--- src/rtl/uart_pkg.sv ---
// Shared definitions for the UART message sequencer: sequencer state
// encoding, the default character width and common ASCII framing bytes.
package uart_pkg;

  localparam int DEFAULT_DATA_W = 8;

  typedef enum logic [2:0] {
    ST_IDLE     = 3'd0,
    ST_LOAD     = 3'd1,
    ST_SEND     = 3'd2,
    ST_WAIT_ACK = 3'd3,
    ST_GAP      = 3'd4,
    ST_WAIT_RDY = 3'd5
  } seq_state_t;

  localparam logic [7:0] ASCII_SOH = 8'h01;
  localparam logic [7:0] ASCII_STX = 8'h02;
  localparam logic [7:0] ASCII_ETX = 8'h03;
  localparam logic [7:0] ASCII_EOT = 8'h04;
  localparam logic [7:0] ASCII_LF  = 8'h0A;
  localparam logic [7:0] ASCII_CR  = 8'h0D;

endpackage

--- src/rtl/btn_debounce.sv ---
// Button conditioner: two-flop synchroniser, stability counter and a
// single-cycle pulse on each accepted low-to-high transition.
module btn_debounce #(
  parameter int DEBOUNCE_CYCLES = 1000
) (
  input  logic clk,
  input  logic rst,
  input  logic btn,
  output logic start
);

  localparam int CNT_W = $clog2(DEBOUNCE_CYCLES + 1);
  localparam logic [CNT_W-1:0] CNT_LAST = CNT_W'(DEBOUNCE_CYCLES - 1);

  logic [1:0]       sync;
  logic             level;
  logic             level_d;
  logic [CNT_W-1:0] cnt;

  // Synchronise the button and accept a new level only once the synchronised
  // value has differed from the accepted one for DEBOUNCE_CYCLES cycles in a row;
  // any return to the accepted level restarts the count.
  always_ff @(posedge clk) begin
    if (rst) begin
      sync    <= 2'b00;
      level   <= 1'b0;
      level_d <= 1'b0;
      cnt     <= '0;
    end else begin
      sync    <= {sync[0], btn};
      level_d <= level;
      if (sync[1] == level) begin
        cnt <= '0;
      end else if (cnt == CNT_LAST) begin
        level <= sync[1];
        cnt   <= '0;
      end else begin
        cnt <= cnt + CNT_W'(1);
      end
    end
  end

  assign start = level & ~level_d;

endmodule

--- src/rtl/uart_msg_sequencer.sv ---
// Streams a programmable message buffer into UART_TX_CTRL over its
// send/ready handshake on each debounced button press, with optional
// continuous repeat and an idle gap after every accepted character.
module uart_msg_sequencer
  import uart_pkg::*;
#(
  parameter int DATA_W          = DEFAULT_DATA_W,
  parameter int MAX_LEN         = 16,
  parameter int LEN_W           = $clog2(MAX_LEN + 1),
  parameter int DEBOUNCE_CYCLES = 1000,
  parameter int GAP_CYCLES      = 0
) (
  input  logic                       CLK,
  input  logic                       RST,
  input  logic                       BTN,
  input  logic                       CFG_WE,
  input  logic [$clog2(MAX_LEN)-1:0] CFG_ADDR,
  input  logic [DATA_W-1:0]          CFG_DATA,
  input  logic [LEN_W-1:0]           CFG_LEN,
  input  logic                       REPEAT,
  output logic                       TX_SEND,
  output logic [DATA_W-1:0]          TX_DATA,
  input  logic                       TX_READY,
  output logic                       BUSY,
  output logic                       DONE,
  output logic [LEN_W-1:0]           CHAR_CNT
);

  localparam int ADDR_W = $clog2(MAX_LEN);
  localparam int GAP_W  = (GAP_CYCLES > 0) ? $clog2(GAP_CYCLES + 1) : 1;
  localparam logic [GAP_W-1:0]  GAP_LAST  = GAP_W'((GAP_CYCLES > 0) ? GAP_CYCLES - 1 : 0);
  localparam logic [LEN_W-1:0]  MAX_LEN_V = LEN_W'(MAX_LEN);
  localparam logic [ADDR_W:0]   ADDR_SPAN = (ADDR_W + 1)'(MAX_LEN);

  seq_state_t        state;
  seq_state_t        next_state;
  logic              start;
  logic [DATA_W-1:0] msg_buf [MAX_LEN];
  logic [LEN_W-1:0]  len_q;
  logic [LEN_W-1:0]  len_clamped;
  logic [LEN_W-1:0]  idx;
  logic [LEN_W-1:0]  char_cnt_q;
  logic [DATA_W-1:0] tx_data_q;
  logic [GAP_W-1:0]  gap_cnt;
  logic              done_q;
  logic              latch_len;
  logic              start_run;
  logic              accept_char;
  logic              wrap_pass;
  logic              finish_run;

  btn_debounce #(
    .DEBOUNCE_CYCLES(DEBOUNCE_CYCLES)
  ) u_debounce (
    .clk  (CLK),
    .rst  (RST),
    .btn  (BTN),
    .start(start)
  );

  assign len_clamped = (CFG_LEN > MAX_LEN_V) ? MAX_LEN_V : CFG_LEN;

  // Message buffer writes are only honoured while idle and inside the buffer.
  always_ff @(posedge CLK) begin
    if (CFG_WE && (state == ST_IDLE) && ({1'b0, CFG_ADDR} < ADDR_SPAN)) begin
      msg_buf[CFG_ADDR] <= CFG_DATA;
    end
  end

  // Sequencer state register.
  always_ff @(posedge CLK) begin
    if (RST) begin
      state <= ST_IDLE;
    end else begin
      state <= next_state;
    end
  end

  // Next-state and handshake decode; TX_SEND is only raised when the UART is ready.
  always_comb begin
    next_state  = state;
    TX_SEND     = 1'b0;
    latch_len   = 1'b0;
    start_run   = 1'b0;
    accept_char = 1'b0;
    wrap_pass   = 1'b0;
    finish_run  = 1'b0;
    case (state)
      ST_IDLE: begin
        if (start) begin
          latch_len = 1'b1;
          if (len_clamped != '0) begin
            start_run  = 1'b1;
            next_state = ST_LOAD;
          end
        end
      end
      ST_LOAD: begin
        next_state = ST_SEND;
      end
      ST_SEND: begin
        if (TX_READY) begin
          TX_SEND    = 1'b1;
          next_state = ST_WAIT_ACK;
        end
      end
      ST_WAIT_ACK: begin
        if (!TX_READY) begin
          accept_char = 1'b1;
          next_state  = (GAP_CYCLES > 0) ? ST_GAP : ST_WAIT_RDY;
        end
      end
      ST_GAP: begin
        if (gap_cnt == GAP_LAST) begin
          next_state = ST_WAIT_RDY;
        end
      end
      ST_WAIT_RDY: begin
        if (TX_READY) begin
          if (idx < len_q) begin
            next_state = ST_LOAD;
          end else if (REPEAT) begin
            wrap_pass  = 1'b1;
            next_state = ST_LOAD;
          end else begin
            finish_run = 1'b1;
            next_state = ST_IDLE;
          end
        end
      end
      default: begin
        next_state = ST_IDLE;
      end
    endcase
  end

  // Run datapath: latched length, buffer index, pass counter, output character,
  // gap timer and the end-of-run pulse.
  always_ff @(posedge CLK) begin
    if (RST) begin
      len_q      <= '0;
      idx        <= '0;
      char_cnt_q <= '0;
      tx_data_q  <= '0;
      gap_cnt    <= '0;
      done_q     <= 1'b0;
    end else begin
      done_q <= finish_run;
      if (latch_len) begin
        len_q <= len_clamped;
      end
      if (start_run || wrap_pass) begin
        idx        <= '0;
        char_cnt_q <= '0;
      end else if (accept_char) begin
        idx        <= idx + LEN_W'(1);
        char_cnt_q <= char_cnt_q + LEN_W'(1);
      end
      if (state == ST_LOAD) begin
        tx_data_q <= msg_buf[idx[ADDR_W-1:0]];
      end
      if (state == ST_GAP) begin
        gap_cnt <= gap_cnt + GAP_W'(1);
      end else begin
        gap_cnt <= '0;
      end
    end
  end

  assign TX_DATA  = tx_data_q;
  assign BUSY     = (state != ST_IDLE);
  assign DONE     = done_q;
  assign CHAR_CNT = char_cnt_q;

endmodule
--- config.mk ---
export PLATFORM = sky130hd
export DESIGN_NAME = uart_msg_sequencer
export DESIGN_NICKNAME = d
export VERILOG_FILES = /design/src/rtl/uart_pkg.sv /design/src/rtl/btn_debounce.sv /design/src/rtl/uart_msg_sequencer.sv
export SDC_FILE = /design/constraint.sdc
export NUM_CORES = 1
export LEC_CHECK = 0
export ABC_AREA = 1
export BUFFER_PORTS_ARGS = -buffer_cell sky130_fd_sc_hd__buf_4
export CORE_MARGIN = 10
export CORE_UTILIZATION = 35
export CTS_BUF_LIST = sky130_fd_sc_hd__clkbuf_4
export CTS_CLUSTER_SIZE = 8
export DETAILED_ROUTE_END_ITERATION = 6
export PLACE_DENSITY = 0.59
export SYNTH_ARGS = -nofsm -noshare
export SYNTH_HDL_FRONTEND = slang
export SYNTH_SLANG_ARGS = --single-unit
--- constraint.sdc ---
create_clock -name CLK -period 2.4 [get_ports CLK]
set_clock_uncertainty 0.1 [all_clocks]
set_input_delay 0.24 -clock CLK [delete_from_list [all_inputs] [get_ports CLK]]
set_output_delay 0.24 -clock CLK [all_outputs]
set_load 0.02 [all_outputs]
# Yosys cells after proc, flatten, opt, wreduce, memory -nomap -nowiden
# Memory sizes are Yosys's and may differ from the RTL's. A register that Yosys moved wholly into a read port is not among the register bits.
# Index checks and enable logic that the tools add are counted.
# W data, S select, Z words.
word_totals:
  ram_bits: 128
  reg_bits: 34
  output_inout_bits: 16
  in_bits: 23
  elab_cells: 73
  memories: 1
classes:
  eq_ne: 13
  n_addsub: 4
  reduce_logical: 11
  bitwise_logic: 6
  n_mux: 26
  order_cmp: 2
mem_list:
  columns: ["name", "depth", "word_bits", "read_ports", "rd_ports_with_merged_regs", "wr", "line_no", "rtl"]
  rows:
  - ["msg_buf", 16, 8, 1, 1, 1, "uart_msg_sequencer.sv:38", "logic [DATA_W-1:0] msg_buf [MAX_LEN];"]
ops:
  columns: ["cell", "count"]
  rows:
  - ["$mux W1", 18]
  - ["$mux W3", 6]
  - ["$pmux W3 S6", 1]
  - ["$add A10 B1 Y10 const B", 1]
  - ["$add A5 B1 Y5 const B", 2]
  - ["$eq A10 B10 Y1 const B", 1]
  - ["$ne A2 B2 Y1 const B", 5]
  - ["$eq A3 B2 Y1 const B", 2]
  - ["$eq A3 B3 Y1 const B", 2]
  - ["$reduce_and A6 Y1", 1]
  - ["$gt A5 B5 Y1 const B", 1]
  - ["$lt A5 B5 Y1", 1]
  - ["$mux W5", 1]
  - ["$not A1 Y1", 5]
  - ["$reduce_bool A5 Y1", 1]
  - ["$reduce_or A2 Y1", 2]
  - ["$reduce_or A4 Y1", 1]
  - ["$eq A3 B1 Y1 const B", 1]
  - ["$logic_not A3 Y1", 1]
  - ["$reduce_bool A3 Y1", 1]
  - ["$reduce_or A3 Y1", 1]
  - ["$ne A2 B1 Y1 const B", 1]
  - ["$reduce_and A2 Y1", 1]
  - ["$add A1 B1 Y1 const B", 1]
  - ["other kinds (4)", 4]

# Depth between registers and ports, before layout
# Gate-level depths: netlist of run 1.
depth:
  word_depth: 8
  ltp_mapped: 9
  ltp_nobuf: 9

# By module
# Synthesis of run 1 repeated with hierarchy kept, for this count alone.
hier_totals:
  hier_cells: 782
  hier_area_um2: 7448.4
modules_own_cells:
  columns: ["module", "instances", "cells_each", "seq_area_each_um2", "area_per_inst_um2"]
  rows:
  - ["uart_msg_sequencer", 1, 701, 4404.2, 6827.8]
  - ["btn_debounce", 1, 81, 280.3, 620.6]

# Worst setup path after synthesis of run 1
# No wires, ideal clock.
synth_timing:
  kind: "register to register"
  startpoint: "register state[2]"
  endpoint: "memory msg_buf[0][0] in the netlist's numbering (enable)"
  setup_ps: 370
  required_ps: 1930
  synth_period_minus_slack_ps: 1871
  arrival_time_ps: 1401
  path_slack_ps: 529
  path_buffers: 0
  path_stages_with_launch: 6
  cell_sequence: "dfxtp_1 > nor2_1 > nand2_2 > nor2_1 > nand3_1 > nor2_1"
synth_via:
  elab_chain_len: 4
synth_lines:
  columns: ["element", "line_no", "rtl"]
  rows:
  - ["start, declared", "uart_msg_sequencer.sv:35", "seq_state_t state;"]
  - ["start signal, assigned", "uart_msg_sequencer.sv:75", "state <= next_state;"]
  - ["$logic_not A3 Y1", "uart_msg_sequencer.sv:65", "if (CFG_WE && (state == ST_IDLE) && ({1'b0, CFG_ADDR} < ADDR_SPAN)) begin"]
  - ["$logic_and A1 B1 Y1", "uart_msg_sequencer.sv:65", null]
  - ["$mux W1", "uart_msg_sequencer.sv:65", null]
  - ["$mux W1 (not written as such)", "uart_msg_sequencer.sv:66", "msg_buf[CFG_ADDR] <= CFG_DATA;"]
  - ["end, declared", "uart_msg_sequencer.sv:38", null]
# Every way passes these cells.

# Worst setup path in the final report of run 1
layout_timing:
  startpoint: "register state[2]"
  endpoint: "memory msg_buf[2][0] in the netlist's numbering (enable)"
# The elaborated chain is that of the path after synthesis.

==> results of run 1 <==
-- through the flow --
step / power (uW) / setup slack (ns)
2_1_floorplan: 3970 / 0.529
3_3_place_gp: 4350 / 0.356
3_5_place_dp: 4360 / 0.301
4_1_cts: 6120 / 0.282
5_1_grt: 6370 / 0.0604
6_report: 6060 / 0.237
-- synth_stat cells --
| master | instances | area, um^2 |
|---|---|---|
| o21ai_1 | 3 | 15.0 |
| nor4_1 | 1 | 6.26 |
| buf_1 | 1 | 3.75 |
| nor3b_1 | 3 | 22.5 |
| or2_0 | 1 | 6.26 |
| xnor2_1 | 2 | 17.5 |
| nand2_1 | 155 | 582 |
| nand2_4 | 2 | 22.5 |
| or2_1 | 1 | 6.26 |
| nand3_2 | 1 | 10.0 |
| nand2_2 | 1 | 6.26 |
| buf_4 | 6 | 45.0 |
| xor2_1 | 4 | 35.0 |
| clkbuf_1 | 5 | 18.8 |
| nor2_2 | 6 | 37.5 |
| nand4_1 | 7 | 43.8 |
| dfxtp_1 | 42 | 841 |
| buf_6 | 1 | 11.3 |
| a21oi_2 | 7 | 61.3 |
| buf_2 | 13 | 65.1 |
| nor2_1 | 114 | 428 |
| inv_4 | 1 | 6.26 |
| edfxtp_1 | 128 | 3840 |
| a21oi_4 | 1 | 16.3 |
| a21oi_1 | 30 | 150 |
| a211oi_1 | 3 | 22.5 |
| or2_2 | 1 | 6.26 |
| ha_1 | 7 | 87.6 |
| inv_2 | 7 | 26.3 |
| o21ai_0 | 41 | 205 |
| nand3_1 | 66 | 330 |
| nor3_1 | 5 | 25.0 |
| inv_1 | 32 | 120 |
-- path summary, 6_finish.rpt --
| kind | to | slack (ns) |
|---|---|---|
| setup reg to reg | msg_buf[2][0] | 0.24 |
| hold reg to reg | u_debounce.sync[1] | 0.32 |
| hold / removal | idx[0] | 0.05 |
| setup / recovery | msg_buf[2][0] | 0.24 |
-- timing repair --
item	in CTS	in global routing
hold buffers	22	0
resized for setup	0	0
hold endpoints to repair	140	0
-- kinds of logic after synthesis --
group / count (synthesis) / share of synthesized area
flops: 170 / 0.658
buf+inv: 66 / 0.0416
simple gates: 364 / 0.215
fa+ha+maj: 7 / 0.0123
xor+xnor: 6 / 0.00738
compound gates: 85 / 0.0660
-- per-layer routing --
layer,vias to the layer above,wire length [um],part of all wire,GRT usage
met4,0,247,0.015,0.0422
met3,18,892,0.052,0.0306
met1,2373,8170,0.48,0.178
met2,126,7710,0.45,0.203
li1,2521,-,-,-
met5,-,0,0,0
-- area by class of cell --
type	instances	area, um^2
Antenna cell	1	2.50
Clock buffer	19	143
Clock inverter	13	166
Fill cell	1968	11800
Inverter	40	153
Multi-Input combinational cell	462	2140
Sequential cell	170	4690
Tap cell	270	338
Timing Repair Buffer	83	703
-- report_power, final --
group          switching, uW  internal (uW)  leakage (uW)  total [uW]
combinational            619            315       0.00145         934
clock                    995            756      0.000165        1750
sequential              96.6           3280       0.00150        3380
-- worst max-delay path, cell delays in order (launching register included) --
cell and delay, ns:
dfxtp_1 0.38, nor2_1 0.21, nand2_2 0.10, nor2_1 0.38, nand3_1 0.31, nor2_1 0.22, buf_4 0.19
-- state kept, by name (all words and copies together), names as in the netlist --
| signal | count |
|---|---|
| idx | 5 |
| msg_buf | 128 |
| state | 3 |
| u_debounce.level_d | 1 |
| CHAR_CNT | 5 |
| TX_DATA | 8 |
| u_debounce.level | 1 |
| u_debounce.cnt | 10 |
| len_q | 5 |
| DONE | 1 |
| u_debounce.sync | 2 |
| gap_cnt | 1 |
==> run metrics, run 1 <==
status=finished, final reports clean; Synth warnings=0; H-tree levels=4; CP startpoint kind=flip-flop; FF+latch count, synth=between 150 and 200; Avg WL per Cell=16.1 um; final setup violating endpoints=0; final core utilization=0.415; DP Area=slightly below 8000 um^2; first-pass GRT wire length=26.8 mm; r2r startpoint=state[2]; Post-Syn Instances=approximately 700; Max rail drop VDD=0.388 mV; synth unique cells=33; Critical path origin=state[2]; Die H=between 150 and 200 um; chip width=roughly 160 um; Setup CP Type=flip-flop to flip-flop; sequential share of the synthesized area=0.658; placed cell count=around 1,000; largest net degree at the start of global routing=67; minimum clock period after layout=2.16 ns; TritonRoute pass-1 iters=5; max frequency=approximately 460 MHz; Critical Path Fanout Max=8; syn_nets=728; final WL=between 15 and 20 mm; DRC=0; Clk pin slew, worst setup/hold paths=between 0.1 and 0.15 ns; Design Area, Final=about 8300 um^2; leakage=slightly above 0.003 uW; worst-margin pin slew=around 0.46 ns; total CTS buffers=17; CP Capture Type=flip-flop; P&R area growth vs syn=17.0%; share of cells above drive strength 1=0.154; clock tree buffer depth=2; DRT antenna net count=0; PwrDens=between 700 and 800 nW/um^2; worst hold path class=input pin to flip-flop; DIE AREA=26,500 um^2; TritonCTS Sinks=170; post-DP HPWL=about 11 mm; Final period util=0.901; TNS Setup=0 ns; GR Overflow Total=0; overall routing resource usage=0.131; GP Congestion=about 0.85; Core Area=approximately 20,000 um^2; final hold vios=0; fin. max-slew vios=0; R2R depth=6; post-CTS setup buffers=0; Initial Util=0.354; hold_ws=approximately 0.047 ns; Post-Layout Cell Count=~1,100; clk_lat worst skew=approximately 0.55 ns; relative slew slack=0.691; TritonCTS clock tree=done; Rows=52; # IOs=39; Layout Nets=approximately 800; vias=around 5,000; commonest non-fill, non-tap cell in the layout=nand2_1; Vias/cell=roughly 4.8; PortBufs=38; required time worst endpoint=2.58 ns; worst path arrival time=2.34 ns; via count of the first global-routing pass=4,889; post-synthesis instance area=7120 um^2; clock root buffer=clkbuf_4; initial detailed-routing violation count=between 400 and 500; hold_sp=TX_READY; most frequent cells in the layout=nand2_1 (155), edfxtp_1 (128), nor2_1 (114); Hold Path Depth=5; Max-cap violations=0; average size of a mapped cell=around 10 um^2; antenna violations before repair=1; RSZ-0062 raised after global routing=no
(Power assumes the default switching activity.)
==> run 2: changes to the inputs <==
--- a/config.mk
+++ b/config.mk
@@ -13,6 +13,7 @@
 export CTS_CLUSTER_SIZE = 8
 export DETAILED_ROUTE_END_ITERATION = 6
 export PLACE_DENSITY = 0.59
+export RECOVER_POWER = 100
 export SYNTH_ARGS = -nofsm -noshare
 export SYNTH_HDL_FRONTEND = slang
 export SYNTH_SLANG_ARGS = --single-unit
==> run 2 against run 1 <==
Clock power barely moved. Non-clock buffer count is the same. Fmax is 2.1% lower. Combinational power fell by 8.0%. Highest routed layer unchanged.
==> run metrics, run 2 (same netlist as run 1, synthesis figures left out) <==
status=finished, final reports clean; post-CTS setup buffers=0 (unchanged); CP peak stage delay=0.38 ns (about the same); DIE AREA=26,500 um^2 (unchanged); CP Capture Type=flip-flop; worst-margin pin slew=0.950 ns (+0.488 ns); TritonRoute pass-1 iters=5 (unchanged); fin. max-slew vios=0 (unchanged); CP Cell Sequence=nor2_1, nand2_1, nor2_1, nand3_1, nor2_1, clkbuf_2; overall routing resource usage=0.131 (unchanged); power consumption=5990 uW (-1.1%); Clk pin slew, worst setup/hold paths=0.14 ns (about the same); Critical Path Fanout Max=8 (unchanged); most used cell, CP=nor2_1; final setup violating endpoints=0 (unchanged); Layout Nets=804 (unchanged); # IOs=39 (unchanged); worst path arrival time=2.38 ns (+0.04 ns); initial detailed-routing violation count=431 (+6.7%); total CTS buffers=17 (unchanged); Post-Layout Cell Count=1,058 (unchanged); Largest register FFs=128 (unchanged); H-tree levels=4 (unchanged); CP startpoint kind=flip-flop; final setup margin=0.189 ns (-0.0474 ns); Setup WS pre-CTS=0.301 ns (unchanged); PwrDens=733 nW/um^2 (+0.79%); chip width=163 um (unchanged); final WL=17.0 mm (about the same); required time worst endpoint=2.57 ns (about the same); Critical path origin=state[2]; clk_lat worst skew=0.56 ns (about the same); hold buffers post-CTS=22 (unchanged); leakage=0.00300 uW (-3.7%); Initial Util=0.354 (unchanged); register with the most flip-flops=msg_buf; max frequency=452 MHz (-2.1%); Vias/cell=4.77 (about the same); first-pass GRT wire length=26.8 mm (unchanged); TritonCTS clock tree=done; Max-cap violations=0 (unchanged); GP Congestion=0.852 (unchanged); Avg WL per Cell=16.1 um (about the same); share of cells above drive strength 1=0.113 (-0.0407); most frequent cells in the layout=nand2_1 (158), edfxtp_1 (128), nor2_1 (115); DRT antenna net count=0 (unchanged); TNS Setup=0 ns (unchanged); TritonCTS Sinks=170 (unchanged); Final period util=0.921 (+0.0198); commonest non-fill, non-tap cell in the layout=nand2_1; hold_ws=0.0493 ns (+0.00248 ns); PortBufs=38 (unchanged); Setup CP Type=flip-flop to flip-flop; post-DP HPWL=11.3 mm (unchanged); via count of the first global-routing pass=4,889 (unchanged); DRC=0 (unchanged); PostCTS Resize Cnt=0 (unchanged); GR Overflow Total=0 (unchanged); vias=5,042 (+0.079%); buffers and inverters on the worst path=1 (unchanged); clock root buffer=clkbuf_4; hold_sp=TX_READY; Max rail drop VDD=0.388 mV (+0.13%); r2r startpoint=state[2]; minimum clock period after layout=2.21 ns (+0.0474 ns); CP top delay family=simple AND/OR/NAND/NOR gates; slowest CP cell=dfxtp_1; antenna violations before repair=1 (unchanged); final hold vios=0 (unchanged); Rows=52 (unchanged); relative slew slack=0.367 (-0.324); clock tree buffer depth=2 (unchanged); largest net degree at the start of global routing=67 (unchanged); placed cell count=1,003 (unchanged); P&R area growth vs syn=14.8%; worst hold path class=input pin to flip-flop; RSZ-0062 raised after global routing=no; Die H=163 um (unchanged); Core Area=20,100 um^2 (unchanged)
run 2: cell count changes in the layout (fill, tap and decap cells not counted), moves of 3 or more:
cell / delta
buf_4: -40
clkbuf_1: +24
clkbuf_2: +16
nand2_1: +3
run 2: routing by layer:
layer,up-vias,part of all wire,global-route usage,routed length [um]
met5,-,0,0,0
met4,0,0.013,0.0422,214
met3,16,0.051,0.0306,874
met2,119,0.45,0.203,7680
met1,2380,0.48,0.178,8250
li1,2527,-,-,-
run 2: final cells by class:
cell class / count / area, um^2
sequential: 170 / 4690
clock inverter: 13 / 166
antenna: 1 / 2.50
clock buffer: 19 / 143
inverter: 40 / 153
tap: 270 / 338
multi-input combinational: 462 / 2120
timing repair buffer: 83 / 573
fill: 1996 / 11900
run 2: power breakdown:
group          internal [uW]  switching, uW
clock network            756           1000
logic                    251            607
registers               3280           93.7
total                   4290           1700
run 2: final timing paths:
| kind | end | slack, ns | depth (start not counted) |
|---|---|---|---|
| max | msg_buf[2][4] | 0.19 | 6 |
| min | CHAR_CNT[0] | 0.05 | 5 |
| max reg2reg | msg_buf[2][4] | 0.19 | 6 |
| min reg2reg | u_debounce.sync[1] | 0.32 | 2 |
run 2: worst reg2reg max path: cells and delay by family, from the launching register on:
family,cells,cell delay (ns)
DFF,1,0.38
buffers and inverters,1,0.25
and+or+nand+nor,5,1.21
run 2: metrics by stage:
| step | utilization | area [um^2] |
|---|---|---|
| 6_report | 0.407 | 8180 |
| 5_1_grt | 0.407 | 8180 |
| 4_1_cts | 0.414 | 8330 |
| 3_5_place_dp | 0.388 | 7800 |
| 3_3_place_gp | 0.388 | 7800 |
| 2_1_floorplan | - | 7120 |
